==> src/rtl/mac_seq.sv <==
// Dot-product sequencer around an external mac: streams N_TERMS operand pairs from two
// synchronous-read memories, then scales and saturates the accumulator to a signed 8-bit result.
module mac_seq #(
   parameter int N_TERMS    = 32,
   parameter int ADDR_W     = 5,
   parameter int DATA_W     = 8,
   parameter int ACC_W      = 26,
   parameter int FRAC_SHIFT = 7
) (
   input  logic                     clk,
   input  logic                     rst_n,
   input  logic                     start,
   output logic                     busy,
   output logic [ADDR_W-1:0]        addr,
   input  logic signed [DATA_W-1:0] x_rd,
   input  logic signed [DATA_W-1:0] w_rd,
   output logic signed [DATA_W-1:0] mac_a,
   output logic signed [DATA_W-1:0] mac_b,
   output logic                     mac_clr_n,
   input  logic signed [ACC_W-1:0]  mac_acc,
   output logic signed [7:0]        result,
   output logic                     done
);

   typedef enum logic [2:0] {IDLE, RUN, WAIT, SAT, DONE} state_t;

   localparam logic [ADDR_W-1:0]       LAST_ADDR = ADDR_W'(N_TERMS - 1);
   localparam logic signed [ACC_W-1:0] SAT_MAX   = ACC_W'(127);
   localparam logic signed [ACC_W-1:0] SAT_MIN   = ACC_W'(-128);

   state_t            state, state_nxt;
   logic [ADDR_W-1:0] addr_nxt;
   logic              valid_d;

   // Floor-scale the accumulator, then clamp into the signed 8-bit range.
   function automatic logic signed [7:0] sat8(input logic signed [ACC_W-1:0] acc);
      logic signed [ACC_W-1:0] s;
      s = acc >>> FRAC_SHIFT;
      if (s > SAT_MAX)
         return 8'sh7f;
      else if (s < SAT_MIN)
         return -8'sd128;
      else
         return s[7:0];
   endfunction

   always_comb begin
      state_nxt = state;
      addr_nxt  = addr;
      case (state)
         IDLE: begin
            addr_nxt = '0;
            if (start)
               state_nxt = RUN;
         end
         RUN: begin
            if (addr == LAST_ADDR) begin
               addr_nxt  = '0;
               state_nxt = WAIT;
            end else begin
               addr_nxt = addr + 1'b1;
            end
         end
         WAIT:    state_nxt = SAT;
         SAT:     state_nxt = DONE;
         DONE:    state_nxt = IDLE;
         default: state_nxt = IDLE;
      endcase
   end

   always_ff @(posedge clk or negedge rst_n) begin
      if (!rst_n) begin
         state   <= IDLE;
         addr    <= '0;
         valid_d <= 1'b0;
         done    <= 1'b0;
         result  <= '0;
      end else begin
         state   <= state_nxt;
         addr    <= addr_nxt;
         // Memory data lags the address by one cycle, so the RUN flag is delayed to match.
         valid_d <= (state == RUN);
         done    <= (state == SAT);
         if (state == SAT)
            result <= sat8(mac_acc);
      end
   end

   // Operand stage: zeros outside the data window keep the accumulator unchanged.
   assign mac_a     = valid_d ? x_rd : '0;
   assign mac_b     = valid_d ? w_rd : '0;
   assign mac_clr_n = (state == RUN) || (state == WAIT) || (state == SAT);
   assign busy      = (state != IDLE);

endmodule
==> config.mk <==
export PLATFORM = sky130hd
export DESIGN_NAME = mac_seq
export DESIGN_NICKNAME = d
export VERILOG_FILES = /design/src/rtl/mac_seq.sv
export SDC_FILE = /design/constraint.sdc
export NUM_CORES = 1
export LEC_CHECK = 0
export CAP_MARGIN = 0
export CORE_UTILIZATION = 37
export DETAILED_ROUTE_END_ITERATION = 8
export PLACE_DENSITY = 0.83
export SLEW_MARGIN = 30
export SYNTH_ARGS = -nofsm -noshare
export SYNTH_HDL_FRONTEND = slang
export SYNTH_SLANG_ARGS = --single-unit
==> constraint.sdc <==
create_clock -name clk -period 3.4 [get_ports clk]
set_clock_uncertainty 0.1 [all_clocks]
set_input_delay 0.34 -clock clk [delete_from_list [all_inputs] [get_ports clk]]
set_output_delay 0.34 -clock clk [all_outputs]
set_load 0.02 [all_outputs]
Word level (Yosys, flattened, before mapping):

Index checks and enable logic that the tools add are counted.

* memory bits (read-only): 0
* latch bits: 0
* memory bits (writable): 0
* register bits: 18
* memories kept: 0

* reduce and logical (&&, ||, !) cells: 6
* equality and inequality tests: 6
* bitwise logic cells: 0
* multiplexer cells: 9
* add/subtract/negate cells: 1
* $lt $le $gt $ge: 2
* shift-type cells: 0
* multiply operators: 0
* div/mod/pow operators: 0

Operators with widths (count)
* $mux 8: 4
* $gt 19x8->1 const B: 1
* $lt 19x8->1 const B: 1
* $pmux 3 s4: 1
* $pmux 5 s2: 1
* $eq 3x2->1 const B: 2
* $mux 3: 2
* $add 5x1->5 const B: 1
* $eq 5x5->1 const B: 1
* $mux 5: 1
* $ne 2x2->1 const B: 2
* $eq 3x1->1 const B: 1
* $logic_not 3->1: 1
* $reduce_bool 3->1: 1
* $logic_or 1x1->1: 2
* $reduce_and 2->1: 1
* $reduce_bool 2->1: 1

Depth between registers and ports, before layout:

Gate-level depths: netlist of run 1.

* word-level depth: 3
* depth in mapped cells: 6

Least setup slack after synthesis of run 1:

No wires, ideal clock.

* path type: register to register
* start: reg addr[0]
* end: reg addr[2]
* period minus slack after synthesis: 1856 ps
* stages on the path, launching flop included: 7
* arrival time: 1679 ps
* path slack: 1544 ps
* cells stage by stage: dfrtp_1 -> ha_1 -> and3_1 -> ha_1 -> nand2b_1 -> or3_1 -> o2bb2ai_1

* cells in the longest elaborated chain, start to end: 3
* elaborated cells on any way between the ends: 4
* classes of those cells: add/sub: 1; eq/ne: 1; mux: 2

Ends and longest elaborated chain
* start: declaration: RTL line 14 `output logic [ADDR_W-1:0] addr,`
* start signal: assignment: RTL line 80 `addr <= addr_nxt;`
* $add 5x1->5 / $eq 5x5->1 (equally long branches): RTL line 61, 57
* $mux 5 *: RTL line 57 `if (addr == LAST_ADDR) begin`
* $pmux 5 s2 *: RTL line 50 `case (state)`

Every way passes the cells marked *; elsewhere a longest branch is shown, timed or not.
A chain may end at the register's enable or synchronous reset.

Worst setup path in the final report of run 1:

* start: reg state[1]
* end: out busy

* cells in the longest elaborated chain, start to end: 1

Ends and longest elaborated chain
* start: declaration: RTL line 31 `state_t state, state_nxt;`
* start signal: assignment: RTL line 79 `state <= state_nxt;`
* $reduce_bool 3->1: RTL line 93 `assign busy = (state != IDLE);`
* end: declaration: RTL line 13 `output logic busy,`

Every way passes these cells.

==> impl_results.md, run 1 <==
* Global routing usage on met1 at 0.2090
* All-layer global routing usage at 0.1742
* Final period util at 0.6470
* First-pass GRT wire length at around 4400 um
* Post-cts resize count at 0
* Worst-Skew Late Latency at between 0.2 and 0.3 ns
* WP buf/inv at 1
* CTS tree: built
* Die W at roughly 56 um
* Final worst path period need at 2.200 ns
* Worst slew pin tran at a little under 0.8 ns
* Initial Util at 0.3876
* Req. time, crit path at approximately 3.0 ns
* Synth-to-layout area growth at 67.18%
* Status: completed
* Met2 Usage GRT at 0.3029
* Post-synthesis cell type count at 27
* Crit start category: flop
* Layout Nets at 220
* Worst VDD drop at 0.4261 mV
* Layout cells sized above 1 at 0.06977
* Synth area leaders: dfrtp_1 43%, o32ai_2 11%, and2_1 11%, nor2_1 3.9%, o21ai_0 3.8%
* CP Max Fanout at 15
* Met3 usage at 0.06089
* Critical path type: reg -> out
* Worst slack, placed at roughly 1.4 ns
* Placed Area at roughly 1700 um2
* Largest area contributor in the netlist: dfrtp_1
* Antenna-violating nets left at 0
* Fmax at 454.6 MHz
* Slew headroom at 0.4777
* Final design utilization at 0.6481
* Via count at around 1.0k
* Count of pins over their slew limit at 0
* Share of the synthesized area in the top cell type at 0.4250
* GPL Wtd Cong at roughly 0.77
* Setup-failing EPs final at 0
* Synthesized cell area at 1060 um2
* WP data arrival at about 1.8 ns
* Comb power frac at 0.553
* Area of the multi-input gates at ~560 um2
* Initial antenna violation count at 0
* Sequential area share after synthesis at 0.4250
* Tot Pwr at between 1 and 1.5 mW
* Power share of the clock group at 0.123
* Pre-antenna DRT Iters at 4
* Hold slack at between 0.3 and 0.4 ns
* Initial DRC Count at 20
* Worst setup margin at 1.200 ns
* # port buffers at 69
* P_sw at ~0.40 mW
* Int Pwr at between 0.6 and 0.7 mW
* Worst path cell trace: or3_1, clkdlybuf4s50_1
* CTS Root Cell: clkbuf_4
* Syn Area/Cell at roughly 9.9 um2
* Row count at 19
* Cell depth of the worst setup path at 2
* Unrepaired setup endpoints after global routing: false
* Detailed Place HPWL at ~2100 um
* Drt total wl at roughly 2600 um
* Register area at around 450 um2
* Area of the core at 2734 um2
* Yosys reg bits at 18
* Num ports at 77
* Top Usage Layer GRT: met2
* Worst min path class: in -> async
* Total gr overflow at 0
* Max-Cap Viols at 0
* Non-Filler Instances at around 200
* Flop pwr share at 0.325
* Setup Buffers After CTS at 0
* Worst stage delay on the critical path at 0.54 ns
* DIE AREA at just over 3000 um2
* Cts bufs inserted at 3
* Vias in the first global route at between 1k and 1.5k
* Critical path's top delay family: flip-flops
* Syn. warnings at 0
* Fill count at ~220
* Die Ht at 55.52 um
* Setup crit end kind: output pin
* P per Cell Area at just under 600 nW/um2
* R2R cell count at 3
* FF-to-FF Start: state[1]
* Max clock buf depth at 2
* Clk sinks at 18
* Placed Instances at around 200
* DR DRC count at 0
* Htree depth at 1
* Mapped Cells at around 110
* Sw Ratio at 0.3824
* WL/cell at 13.04 um
* Final hold viol count at 0
* Vias per cell at 5.133
* TNS Setup at 0 ns
* Syn_nets at around 150
* CP max-delay cell: dfrtp_1
* Crit. Startpoint: state[1]
* ANT cells at 0
* Largest net degree at the start of global routing at 19
* Clock transition at the registers of the reported paths at 0.10 ns
* Design Area, Final at 1772 um2
* P_leak at approximately 0.69 nW
* # hold bufs at CTS at 0
power by group through the flow:
stage / clock network [mW] / logic, mW / registers (mW)
floorplan: 0 / 0.276 / 0.369
global placement: 0 / 0.575 / 0.344
detailed placement: 0 / 0.587 / 0.346
CTS: 0.130 / 0.588 / 0.343
global route: 0.143 / 0.624 / 0.356
finish: 0.129 / 0.580 / 0.341
synth_stat cells:
| master | n |
|---|---|
| and3_1 | 1 |
| buf_2 | 1 |
| nor3_1 | 2 |
| or3_1 | 2 |
| o21ai_1 | 7 |
| nor2_1 | 11 |
| a21oi_1 | 1 |
| nand2_1 | 2 |
| o2bb2ai_1 | 1 |
| buf_6 | 3 |
| nand3b_1 | 1 |
| o31a_1 | 1 |
| clkbuf_1 | 4 |
| and4_4 | 1 |
| mux2_1 | 1 |
| nand3_1 | 4 |
| and2_1 | 18 |
| o31ai_1 | 1 |
| nand2b_1 | 3 |
| ha_1 | 2 |
| nand4_1 | 2 |
| o32ai_2 | 7 |
| and3b_1 | 2 |
| nor4_1 | 2 |
| dfrtp_1 | 18 |
| mux2i_1 | 1 |
| o21ai_0 | 8 |
layout by cell type, fill, tap and decap left out, types with 3 or more instances in the layout:
cell | netlist | final
nand3_1 | 4 | 4
nand2b_1 | 3 | 3
clkdlybuf4s50_1 | 0 | 69
clkbuf_4 | 0 | 3
and2_1 | 18 | 18
o32ai_2 | 7 | 7
dfrtp_1 | 18 | 18
nor2_1 | 11 | 11
o21ai_1 | 7 | 7
o21ai_0 | 8 | 8
state kept, by name (all words and copies together), names as in the netlist:
name and count:
result 8, addr 5, state 3, done 1, valid_d 1
cell families after synthesis:
kind of cell               share of synthesized area
DFF                                           0.4250
AOI/OAI and AO/OA                             0.2066
muxes                                        0.02007
and+or+nand+nor                               0.2739
adders and majority gates                    0.02361
buffers and inverters                        0.05076
final cells by class:
cell class,instances,area share
multi-input combinational,81,0.3136
clock buffer,4,0.02048
timing repair buffer,69,0.3898
sequential,18,0.2542
tap,31,0.02189
per-layer routing:
metal  vias to the layer above  part of all wire
met2                        48              0.49
li1                        516                 -
met1                       476              0.42
met5                         -                 0
met4                         0            0.0060
met3                         2             0.086
worst paths after layout:
path / end / slack, ns
min in group clk: result[7] / 0.41
max in group asynchronous: addr[4] / 2.32
hold reg to reg: result[7] / 0.41
setup reg to reg: result[3] / 1.38
setup / recovery: busy / 1.20
hold / removal: result[2] / 0.39
(Power assumes the default switching activity.)
==> run 2, diff against run 1 <==
--- a/config.mk
+++ b/config.mk
@@ -6,9 +6,9 @@
 export NUM_CORES = 1
 export LEC_CHECK = 0
 export CAP_MARGIN = 0
-export CORE_UTILIZATION = 37
+export CORE_UTILIZATION = 34
 export DETAILED_ROUTE_END_ITERATION = 8
-export PLACE_DENSITY = 0.83
+export PLACE_DENSITY = 0.77
 export SLEW_MARGIN = 30
 export SYNTH_ARGS = -nofsm -noshare
 export SYNTH_HDL_FRONTEND = slang
==> constraint.sdc (replaced) <==
create_clock -name clk -period 2.1 [get_ports clk]
set_clock_uncertainty 0.1 [all_clocks]
set_input_delay 0.21 -clock clk [delete_from_list [all_inputs] [get_ports clk]]
set_output_delay 0.21 -clock clk [all_outputs]
set_load 0.02 [all_outputs]
==> run 2 against run 1 <==
The run now ends with design-rule violations left; first-iteration DRC count up 70%; critical endpoint is now mac_b[6]; die area is 8.5% higher; via count increased by 2.0%; critical path depth did not move.
==> impl_results.md, run 2 (synthesis results as in run 1) <==
* Comb power frac at 0.553 (about the same)
* Tot Pwr at 1.727 mW (+64%)
* Largest net degree at the start of global routing at 19 (unchanged)
* CP max-delay cell: clkdlybuf4s50_1
* Unrepaired setup endpoints after global routing: false
* Fill count at 247 (+10%)
* TNS Setup at 0 ns (unchanged)
* Top flop regs: result: 8 flops, addr: 5 flops, state: 3 flops
* ANT cells at 0 (unchanged)
* Cts bufs inserted at 3 (unchanged)
* Setup crit end kind: output pin
* WL/cell at 13.92 um (+6.7%)
* WP data arrival at 1.63 ns (-0.13 ns)
* Most frequent cells in the layout: 68 x clkdlybuf4s50_1, 18 x and2_1, 16 x dfrtp_1, 11 x nor2_1, 8 x o21ai_0
* FF-to-FF Start: addr[0]
* Layout cells sized above 1 at 0.1023 (+0.03251)
* Flop pwr share at 0.322 (-0.003)
* Register area at 452.9 um2 (+0.56%)
* Vias per cell at 5.135 (about the same)
* DIE AREA at 3344 um2 (+8.5%)
* WP buf/inv at 1 (unchanged)
* Worst stage delay on the critical path at 0.61 ns (+0.07 ns)
* Area of the core at 2853 um2 (+4.3%)
* Worst min path class: in -> async
* Worst-Skew Late Latency at 0.30 ns (about the same)
* DR DRC count at 7 (+7)
* Antenna-violating nets left at 0 (unchanged)
* Max clock buf depth at 2 (unchanged)
* Commonest non-fill, non-tap cell in the layout: clkdlybuf4s50_1
* Total gr overflow at 0 (unchanged)
* Fmax at about 520 MHz
* Req. time, crit path at 1.79 ns (-1.17 ns)
* CP Max Fanout at 16 (+1)
* Row count at 19 (unchanged)
* Crit. Startpoint: valid_d
* Final hold viol count at 0 (unchanged)
* Initial Util at 0.3715 (-0.01615)
* Detailed Place HPWL at 2298 um (+7.8%)
* Cell depth of the worst setup path at 2 (unchanged)
* Area of the multi-input gates at 555.5 um2 (unchanged)
* All-layer global routing usage at 0.1850 (+0.01074)
* Worst reg-to-reg setup slack at 0.21 ns (-1.17 ns)
* P_leak at 0.7101 nW (+2.8%)
* P_sw at 0.6697 mW (+67%)
* Critical path's top delay family: buffers and inverters
* Reg with most FFs: result
* Worst slack, placed at 0.2210 ns (-1.174 ns)
* Clk sinks at 18 (unchanged)
* Pre-antenna DRT Iters at 6 (+2)
* R2R cell count at 6 (+3)
* Slew headroom at 0.7230 (+0.2452)
* Worst setup margin at 0.1620 ns (-1.038 ns)
* CTS tree: built
* Failing checks: design-rule violations
* # hold bufs at CTS at 0 (unchanged)
* Max-Cap Viols at 0 (unchanged)
* Final worst path period need at around 1.9 ns
* Power share of the clock group at 0.125 (+0.002)
* Layout Nets at 224 (+1.8%)
* Worst VDD drop at 0.6445 mV (+51%)
* Vias in the first global route at 1052 (+4.7%)
* Setup Buffers After CTS at 0 (unchanged)
* GPL Wtd Cong at 0.7652 (-0.10%)
* Initial antenna violation count at 0 (unchanged)
* Htree depth at 1 (unchanged)
* First-pass GRT wire length at 4774 um (+7.6%)
* Setup-failing EPs final at 0 (unchanged)
* CTS Root Cell: clkbuf_4
* Worst reg2reg path endpoint: addr[2]
* # port buffers at 69 (unchanged)
* Status: finished, violations left
* Sw Ratio at 0.3879 (+0.005450)
* Critical path type: reg -> out
* Largest register FFs at 8 (unchanged)
* Count of pins over their slew limit at 0 (unchanged)
* Worst path cell trace: and2_1, clkdlybuf4s50_1
* Clock transition at the registers of the reported paths at 0.10 ns (about the same)
* Via count at 1063 (+2.0%)
* Initial DRC Count at 34 (+70%)
* Synth-to-layout area growth at 70.48%
* Crit start category: flop
* Final period util at 0.9228
* Crit path capture: mac_b[6]
* Die Ht at 57.83 um (+4.2%)
* Drt total wl at 2882 um (+8.8%)
* Num ports at 77 (unchanged)
* P per Cell Area at 955.7 nW/um2 (+61%)
* Int Pwr at 1.057 mW (+63%)
* Die W at 57.83 um (+4.2%)
* Worst slew pin tran at 0.4156 ns (-0.3654 ns)
[run 2: cell count changes in the layout (fill, tap and decap cells not counted)]
cell	delta
dlymetal6s2s_1	+1
clkdlybuf4s50_1	-1
buf_4	+4
dfrtp_1	-2
dfrtp_2	+2
[run 2: how the worst min path moves through the flow]
| stage | startpoint | endpoint | slack (ns) | cells past startpoint |
|---|---|---|---|---|
| 6_report | rst_n | done | 0.14 | 2 |
| 5_1_grt | rst_n | done | 0.13 | 2 |
| 4_1_cts | rst_n | done | 0.13 | 2 |
| 3_5_place_dp | result[7] | result[7] | 0.38 | 1 |
| 3_3_place_gp | result[7] | result[7] | 0.37 | 1 |
| 2_1_floorplan | rst_n | addr[0] | -0.19 | 0 |
[run 2: repair_timing]
item | CTS | global route
endpoints found under the hold margin | 0 | 0
endpoints found under the setup margin | 0 | 1
resized for setup | 0 | 3
[run 2: final cells by class]
type | count | area share
multi-input cells | 81 | 0.3075
flip-flops and latches | 18 | 0.2507
repair buffers | 73 | 0.4003
well taps | 31 | 0.02147
clock buffers | 4 | 0.02008
[run 2: stage by stage]
step | hold WS (ns) | cells | cell area (um2) | utilization
6_report | 0.1351 | 207 | 1807 | 0.6333
4_1_cts | 0.1341 | 207 | 1802 | 0.6316
5_1_grt | 0.1303 | 207 | 1807 | 0.6333
3_3_place_gp | 0.3677 | 203 | 1765 | 0.6189
3_5_place_dp | 0.3759 | 203 | 1765 | 0.6189
2_1_floorplan | -0.1856 | 107 | 1060 | -
[run 2: power by group through the flow]
| stage | logic (mW) | clock network [mW] | registers, mW |
|---|---|---|---|
| after CTS | 0.969 | 0.226 | 0.554 |
| final | 0.956 | 0.216 | 0.556 |
| after global placement | 0.944 | 0 | 0.552 |
| after global routing | 1.03 | 0.244 | 0.584 |
| after floorplan | 0.447 | 0 | 0.597 |
| after detailed placement | 0.964 | 0 | 0.561 |
[run 2: per-layer routing]
layer  vias up  part of all wire  wire length [um]  global-route usage
met5         -                 0                 0                   0
met4         0            0.0038                11             0.02041
met3         3              0.11               305             0.08036
met2        40              0.49              1400              0.3300
met1       494              0.40              1164              0.2114
li1        526                 -                 -                   -
==> run 3, diff against run 2 <==
--- a/config.mk
+++ b/config.mk
@@ -5,10 +5,12 @@
 export SDC_FILE = /design/constraint.sdc
 export NUM_CORES = 1
 export LEC_CHECK = 0
+export ABC_AREA = 1
 export CAP_MARGIN = 0
-export CORE_UTILIZATION = 34
+export CORE_UTILIZATION = 45
 export DETAILED_ROUTE_END_ITERATION = 8
-export PLACE_DENSITY = 0.77
+export DONT_BUFFER_PORTS = 1
+export PLACE_DENSITY = 0.57
 export SLEW_MARGIN = 30
 export SYNTH_ARGS = -nofsm -noshare
 export SYNTH_HDL_FRONTEND = slang
==> constraint.sdc (replaced) <==
create_clock -name clk -period 2.13 [get_ports clk]
set_clock_uncertainty 0.1 [all_clocks]
set_input_delay 0.213 -clock clk [delete_from_list [all_inputs] [get_ports clk]]
set_output_delay 0.213 -clock clk [all_outputs]
set_load 0.02 [all_outputs]
==> run 3 against run 2 <==
The run now ends clean; cell area fell by 36%; final cell count fell by 13%; highest routed layer unchanged; synthesized cell count rose by 36%; via count fell by 18%; core utilization fell by 11 points; sequential share of layout area rose by 14 points; worst setup slack improved by 0.068 ns; global-route usage rose by 0.30 points; sequential cell count did not move; synthesized area fell by 2.0%; count of clock-buffer cells in the layout did not move; largest cell class is now multi-input gates.
==> impl_results.md, run 3 <==
* Status: completed
* Sw Ratio at 0.5192 (+0.1313)
* CTS tree: built
* GPL Wtd Cong at 0.7858 (+2.7%)
* All-layer global routing usage at 0.1879 (+0.002988)
* Top Metal Used: met4
* CP Max Fanout at 10 (-6)
* Area of the core at 2191 um2 (-23%)
* WL/cell at 11.55 um (-17%)
* Synth area leaders: dfrtp_1 43%, nand2_1 25%, inv_1 8.0%, nor2_1 4.0%, o21ai_2 3.4%
* Layout cells sized above 1 at 0.1176 (+0.01537)
* Hold slack at 0.01388 ns (-0.1212 ns)
* ANT cells at 0 (unchanged)
* Setup crit end kind: output pin
* Syn Area/Cell at 7.113 um2 (-28%)
* Die W at 50.04 um (-13%)
* Unrepaired setup endpoints after global routing: false
* Clock transition at the registers of the reported paths at 0.11 ns (about the same)
* Largest net degree at the start of global routing at 19 (unchanged)
* Share of the synthesized area in the top cell type at 0.4337 (+0.008705)
* Setup Buffers After CTS at 0 (unchanged)
* Synthesized cell area at 1038 um2 (-2.0%)
* Sequential area share after synthesis at 0.4337 (+0.008705)
* Power share of the clock group at 0.133 (+0.008)
* Reg with most FFs: result
* Drt total wl at 2091 um (-27%)
* Critical path type: reg -> out
* Worst-Skew Late Latency at 0.30 ns (about the same)
* Largest area contributor in the netlist: dfrtp_1
* Syn. warnings at 0 (unchanged)
* Num ports at 77 (unchanged)
* Die Ht at 50.04 um (-13%)
* Flop pwr share at 0.463 (+0.141)
* Fmax at around 530 MHz
* Top post-synthesis cells by count: 68 x nand2_1, 22 x inv_1, 18 x dfrtp_1
* Worst min path class: in -> reg
* DIE AREA at 2504 um2 (-25%)
* Max-Cap Viols at 0 (unchanged)
* R2R cell count at 6 (unchanged)
* FFs w/ async S/R, synth at 1.000 (unchanged)
* P_leak at 0.6809 nW (-4.1%)
* Yosys reg bits at 18 (unchanged)
* TNS Setup at 0 ns (unchanged)
* P per Cell Area at 1415 nW/um2 (+48%)
* Req. time, crit path at 1.82 ns (+0.03 ns)
* Clk sinks at 18 (unchanged)
* Top_reg_cell synth: dfrtp_1
* Row count at 17 (-2)
* Initial antenna violation count at 0 (unchanged)
* Crit start category: flop
* Cts bufs inserted at 3 (unchanged)
* CTS Root Cell: clkbuf_4
* Antenna-violating nets left at 0 (unchanged)
* Met3 Wirelength at 118 um (-61%)
* Via count at 871 (-18%)
* Mapped Cells at 146 (+36%)
* Max clock buf depth at 2 (unchanged)
* Initial Util at 0.4740 (+0.1025)
* Tot Pwr at 1.630 mW (-5.6%)
* Vias per cell at 4.812 (-6.3%)
* # port buffers at 0 (-100%)
* Detailed Place HPWL at 1606 um (-30%)
* Syn_nets at 193 (+25%)
* DR DRC count at 0 (-7)
* Slew headroom at 0.4597 (-0.2633)
* WP data arrival at 1.59 ns (-0.04 ns)
* Worst path cell trace: nor3_4, inv_2, nand2_1
* Layout Nets at 201 (-10%)
* Initial DRC Count at 15 (-56%)
* Post-synth EDFFs at 0 (unchanged)
* Total gr overflow at 0 (unchanged)
* Commonest non-fill, non-tap cell in the layout: nand2_1
* Post-synthesis cell type count at 20 (-26%)
* Pre-antenna DRT Iters at 4 (-2)
* Worst slew pin tran at 0.8078 ns (+0.3923 ns)
* Largest register FFs at 8 (unchanged)
* Worst stage delay on the critical path at 0.45 ns (-0.16 ns)
* Final hold viol count at 0 (unchanged)
* Comb power frac at 0.405 (-0.148)
* Final period util at 0.8919
* CP max-delay cell: dfrtp_1
* Int Pwr at 0.7839 mW (-26%)
* Met2 Routed Length at 1098 um (-22%)
* Most frequent cells in the layout: 68 x nand2_1, 22 x inv_1, 18 x dfrtp_1, 11 x nor2_1, 5 x dlygate4sd3_1
* Top flop regs: result: 8 flops, addr: 5 flops, state: 3 flops
* Setup-failing EPs final at 0 (unchanged)
* Vias in the first global route at 823 (-22%)
* Synth-to-layout area growth at 10.96%
* Worst hold path depth at 4
* Final worst path period need at between 1.5 and 2 ns
* Htree depth at 1 (unchanged)
* First-pass GRT wire length at 3512 um (-26%)
* Count of pins over their slew limit at 0 (unchanged)
* P_sw at 0.8464 mW (+26%)
* Count leader, synth: nand2_1
* M1 wire length at 862 um (-26%)
* Worst VDD drop at 0.7111 mV (+10%)
==> run 3: cell types whose count changed after synthesis, sizes merged, moves of 3 or more <==
cell	previous run	this run
inv	0	25
and2	18	0
o21ai	15	6
buf	4	0
o32ai	7	0
nand2b	3	0
nand2	2	69
==> run 3: layout make-up <==
| cell class | instances | area [um2] |
|---|---|---|
| sequential | 18 | 450.4 |
| multi-input combinational | 100 | 478.0 |
| inverter | 26 | 102.6 |
| fill | 229 | 1039 |
| tap | 28 | 35.03 |
| timing repair buffer | 5 | 50.05 |
| clock buffer | 4 | 36.28 |
==> run 3: metal layers <==
metal | vias to the layer above | track usage
met3 | 2 | 0.06790
met5 | - | 0
met4 | 0 | 0.05714
li1 | 447 | -
met1 | 388 | 0.1992
met2 | 34 | 0.3400
==> run 3: power by group through the flow <==
stage / Clock, mW / Combinational (mW) / Sequential, mW
after floorplan: 0 / 0.604 / 0.708
after global placement: 0 / 0.640 / 0.758
after detailed placement: 0 / 0.656 / 0.765
after CTS: 0.226 / 0.672 / 0.758
after global routing: 0.234 / 0.744 / 0.777
final: 0.216 / 0.660 / 0.755
==> run 3: final timing paths <==
kind / start / slack (ns) / end
max reg2reg: addr[0] / 0.46 / state[0]
min reg2reg: state[2] / 0.47 / state[2]
min in group asynchronous: rst_n / 0.34 / addr[3]
min: mac_acc[9] / 0.01 / result[2]
max: state[2] / 0.23 / mac_clr_n
max in group asynchronous: rst_n / 1.09 / done
==> run 3: per-stage QoR <==
stage               cells  setup WS (ns)    util  instance area, um2
floorplan             146         0.5794       -                1039
global placement      172         0.5131  0.4866                1066
detailed placement    172         0.4675  0.4866                1066
CTS                   181         0.1975  0.5260                1152
global route          181         0.1263  0.5260                1152
finish                181         0.2303  0.5260                1152
==> run 3: critical path, delay by kind of cell (launching register included) <==
family	cells	cell delay, ns
flip-flops	1	0.45
buffers and inverters	1	0.19
AND/OR/NAND/NOR	2	0.65
==> run 3: logic make-up (layout without fill, tap and decap cells) <==
kind of cell,count (synthesis),after routing,share of synthesized area
adder cells (fa/ha/maj),2,2,0.02409
XOR/XNOR,2,2,0.01687
AND/OR/NAND/NOR,87,87,0.3506
flip-flops,18,18,0.4337
AO/OA/AOI/OAI,9,9,0.06868
buffers and inverters,28,35,0.1060
==> run 3: timing repair <==
action                    CTS  global route
hold endpoints to repair   22             0
hold buffers                5             0
resized for setup           0             0
==> variant 1, RTL diff (config.mk and constraints of run 3) <==
The output `done` loses its register stage (`done` becomes a continuous assignment).
--- a/src/rtl/mac_seq.sv
+++ b/src/rtl/mac_seq.sv
@@ -75,3 +75,2 @@
          valid_d <= 1'b0;
-         done    <= 1'b0;
          result  <= '0;
@@ -82,3 +81,2 @@
          valid_d <= (state == RUN);
-         done    <= (state == SAT);
          if (state == SAT)
@@ -87,2 +85,4 @@
    end
+
+   assign done = (state == SAT);
 
Behaviour: same outputs for any inputs over 10 cycles, from zero or initial values and one cycle with rst_n low; that may be too few to reach the edited logic, so the function may still have changed.
==> variant 1 against run 3 <==
- combinational power increased by 2%
- highest routed layer unchanged
- worst setup slack improved by 180 ps
- critical endpoint unchanged
- final area decreased by 5.1%
- critical path type unchanged
- sequential cell count decreased by 1
- routed wire length decreased by 1.7%
- largest cell class unchanged
- largest power group unchanged
- synthesized area decreased by 2.4%
- power decreased by 3.9%
- cell count decreased by 2.2%
==> variant 1: results (changes against run 3) <==
- Status: complete, no violations
- Area of the die: 2450 µm² (-2.3%)
- Vias in the first global route: 819 (-0.49%)
- FFs w/ async S/R, synth: 100% (unchanged)
- CTS root buf: clkbuf_4
- Fin Hold WS: 24.2 ps (+10.3 ps)
- Met3 global-route usage: 4.01% (-2.8 points)
- Class of the tightest hold or removal check: input pin to flop
- Hpwl dp: 1600 µm (-0.68%)
- XOR/XNOR Fraction of Synth Area: 1.73% (+0.042 points)
- Largest net degree at the start of global routing: 18 (-1)
- Count of hold buffers inserted by post-cts repair: 2 (-3)
- GRT Resource Usage Total: 18.2% (-0.59 points)
- Static Leak: 0.654 nW (-3.9%)
- Post-synthesis share of cell area spent on full adders, half adders and majority gates: 2.47% (+0.059 points)
- Post-layout worst setup margin: 411 ps (+180 ps)
- Hold Path Depth: 4 (unchanged)
- Launching element of the worst setup path: state[2]$_DFFE_PN0P_
- Largest stage delay on the critical path: 450 ps (about the same)
- Largest cells by area after synthesis: dfrtp_1 (42%), nand2_1 (25%), inv_1 (8.1%)
- Final-stage net count: 198 (-1.5%)
- Worst reg2reg path endpoint: addr[3]$_DFFE_PN0P_
- Launch instance of the worst min-delay path: mac_acc[13]
- Critical path endpoint: mac_clr_n
- Worst endpoint data arrival time: 1410 ps (-180 ps)
- Count of instances resized after the clock tree is built: 0 (unchanged)
- Diode insertion count for antenna repair: 0 (unchanged)
- Post-synthesis cell type count: 20 (unchanged)
- Sequential share of the synthesized area: 42.0% (-1.4 points)
- Vias: 875 (+0.46%)
- Iter 0 DRT Violations: 12 (-3)
- Peak VDD IR: 0.804 mV (+13%)
- Depth of the CTS H-tree: 1 (unchanged)
- Register-to-register path setup slack: 460 ps (about the same)
- Share of cells above drive strength 1: 12.0% (+0.24 points)
- Worst reg-to-reg path cell count: 6 (unchanged)
- Number of CTS-inserted buffers: 3 (unchanged)
- Initial antenna violation count: 0 (unchanged)
- Worst-path cell with the longest stage delay: dfrtp_1
- CTS clock-pin slew for the worst setup and hold paths: 90 ps (-20 ps)
- Deepest clock path buffer count: 2 (unchanged)
- Portion of total power attributed to sequential cells: 46.2% (about the same)
- Global placer's final weighted congestion: 0.730 (-7.1%)
- Global-route wire length before repair: 3410 µm (-3.0%)
- Dominant delay contributor by cell family on the critical path: flip-flops
- Met1 Track Usage GR: 19.5% (-0.43 points)
- Net count after synthesis: 192 (-0.52%)
- Number of fillers in the final layout: 208 (-9.2%)
- Internal power: 0.732 mW (-6.7%)
- Max_slew headroom: 49.1% (+3.1 points)
- Placed instance area: 1050 µm² (-1.8%)
- Clock Power: 0.168 mW (-22%)
- Largest fanout on the critical path: 6 (-4)
- Routed WL per cell: 11.6 µm (+0.50%)
- Leading post-synthesis cells by instance count: nand2_1 (68), inv_1 (22), dfrtp_1 (17)
- Hold endpoint: result[6]$_DFFE_PN0P_
- Compound-Gate Fraction of Synth Area: 7.04% (+0.17 points)
- Length of the first detailed-routing pass in iterations: 7 (+3)
- Met2 Usage GRT: 34.9% (+0.93 points)
- Worst slack at placement: 473 ps (+5.17 ps)
[variant 1: cell types whose count changed after synthesis]
cell     before  now
dfrtp_1      18   17
[variant 1: cell type report]
class                   instances  area [µm²]  area share (%)
multi-input cells             100         478            43.7
well taps                      27        33.8            3.09
inverters                      26         103            9.38
clock buffers                   4        26.3            2.40
repair buffers                  3        27.5            2.52
flip-flops and latches         17         425            38.9
[variant 1: through the flow]
stage          std cells  power (mW)
3_5_place_dp         171        1.41
4_1_cts              177        1.59
2_1_floorplan        145        1.29
3_3_place_gp         171        1.38
6_report             177        1.57
5_1_grt              177        1.69
[variant 1: per-layer routing]
layer | share of wire [%] | vias up
li1 | - | 439
met1 | 42 | 384
met2 | 49 | 48
met3 | 7.3 | 4
met4 | 0.97 | 0
met5 | 0 | -
[variant 1: worst min-delay path: cells and delay by family]
kind | cells | cell delay [ps]
simple gates | 4 | 160
==> variant 2, RTL diff (config.mk and constraints of run 3) <==
Made on the original files. Set the parameter `DATA_W` to 6 (it was 8).
--- a/src/rtl/mac_seq.sv
+++ b/src/rtl/mac_seq.sv
@@ -5,3 +5,3 @@
    parameter int ADDR_W     = 5,
-   parameter int DATA_W     = 8,
+   parameter int DATA_W     = 6,
    parameter int ACC_W      = 26,
Ports: changed (resized mac_a, mac_b, w_rd and x_rd); port bits go from 77 to 69. The function was not compared with the original's and may differ.
==> variant 2 against run 3 <==
- worst hold slack better by 5.7 ps
- combinational power fell by 7.9%
- synthesized cell count down 6.2%
- routed wire length decreased by 8.3%
- power is 3.8% lower
- final area decreased by 5.3%
- global-route usage down 0.38 points
- non-clock buffer count is 3 lower
- sequential cell count stayed put
- critical path depth is the same
- synthesized area shrank 3.3%
- worst setup slack improved by 52 ps
- register-to-register slack gained 20 ps
==> variant 2: results (changes against run 3) <==
- Status: complete, no violations
- GRT Resource Usage Total: 18.4% (-0.38 points)
- Register-to-register path setup slack: 480 ps (+20 ps)
- Global-route wire length before repair: 3500 µm (-0.40%)
- Share of cells above drive strength 1: 12.7% (+0.91 points)
- CTS root buf: clkbuf_4
- Placed instance area: 1030 µm² (-2.9%)
- Final Routed Wirelength: 1920 µm (-8.3%)
- Vias per cell: 4.73 (-1.6%)
- Max_slew headroom: 46.2% (+0.22 points)
- Worst-path cell with the longest stage delay: dfrtp_1
- Post-synthesis share of cell area spent on full adders, half adders and majority gates: 2.49% (+0.081 points)
- Largest fanout on the critical path: 10 (unchanged)
- Deepest clock path buffer count: 2 (unchanged)
- Mean instance size in the synthesized netlist: 7.33 µm² (+3.1%)
- Sequential share of the synthesized area: 44.8% (+1.5 points)
- Final-stage net count: 186 (-7.5%)
- Launch instance of the worst min-delay path: start
- Worst slack at placement: 491 ps (+23.5 ps)
- FFs w/ async S/R, synth: 100% (unchanged)
- Static Leak: 0.628 nW (-7.8%)
- Largest cells by area after synthesis: dfrtp_1 (45%), nand2_1 (24%), inv_1 (6.7%)
- Placed Cells incl. Taps: 163 (-5.2%)
- Hpwl dp: 1440 µm (-10%)
- Worst endpoint data arrival time: 1530 ps (-60 ps)
- Worst reg2reg path endpoint: addr[0]$_DFFE_PN0P_
- Peak VDD IR: 0.680 mV (-4.4%)
- Hold endpoint: state[1]$_DFFE_PN0P_
- Hold Path Depth: 2 (-2)
- Compound-Gate Fraction of Synth Area: 7.10% (+0.23 points)
- Net count after synthesis: 180 (-6.7%)
- XOR/XNOR Fraction of Synth Area: 1.74% (+0.057 points)
- Fin Hold WS: 19.5 ps (+5.66 ps)
- Global placer's final weighted congestion: 0.766 (-2.6%)
- Post-layout worst setup margin: 282 ps (+51.8 ps)
- Vias: 800 (-8.2%)
==> variant 2: kinds of logic (layout without fill, tap and decap cells) <==
family,after synthesis,in the layout
XOR/XNOR,2,2
AND/OR/NAND/NOR,83,83
AO/OA/AOI/OAI,9,9
adder cells (fa/ha/maj),2,2
buffers and inverters,23,28
flip-flops,18,18
==> variant 2: layer usage <==
layer	part of all wire [%]	routed length (µm)	GRT usage [%]
met5	0	0	0
met4	0	0	1.96
met3	8.1	156	8.10
met2	50	952	33.1
met1	42	809	20.4
==> variant 2: final cells by class <==
class | count | area [µm²]
Clock buffer | 4 | 36.3
Sequential cell | 18 | 450
Inverter | 22 | 87.6
Timing Repair Buffer | 2 | 20.0
Tap cell | 27 | 33.8
Multi-Input combinational cell | 96 | 463
Fill cell | 211 | 931
==> variant 2: where the power goes <==
part           switching [mW]  leakage (nW)  total (mW)  internal (mW)
combinational           0.420         0.379       0.608          0.188
sequential              0.270         0.228       0.752          0.481
clock                   0.104        0.0210       0.208          0.104
total                   0.794         0.628        1.57          0.773
==> variant 2: worst max path at each step <==
stage | from | to
floorplan | addr[0]$_DFFE_PN0P_ | addr[0]$_DFFE_PN0P_
global placement | addr[0]$_DFFE_PN0P_ | addr[3]$_DFFE_PN0P_
detailed placement | addr[0]$_DFFE_PN0P_ | addr[0]$_DFFE_PN0P_
CTS | state[0]$_DFFE_PN0P_ | mac_clr_n
global route | state[0]$_DFFE_PN0P_ | mac_clr_n
finish | state[2]$_DFFE_PN0P_ | mac_clr_n
==> variant 2: repair_timing <==
item,in CTS,in global routing
gates resized for setup,0,0
hold endpoints to repair,19,0
hold buffers,2,0
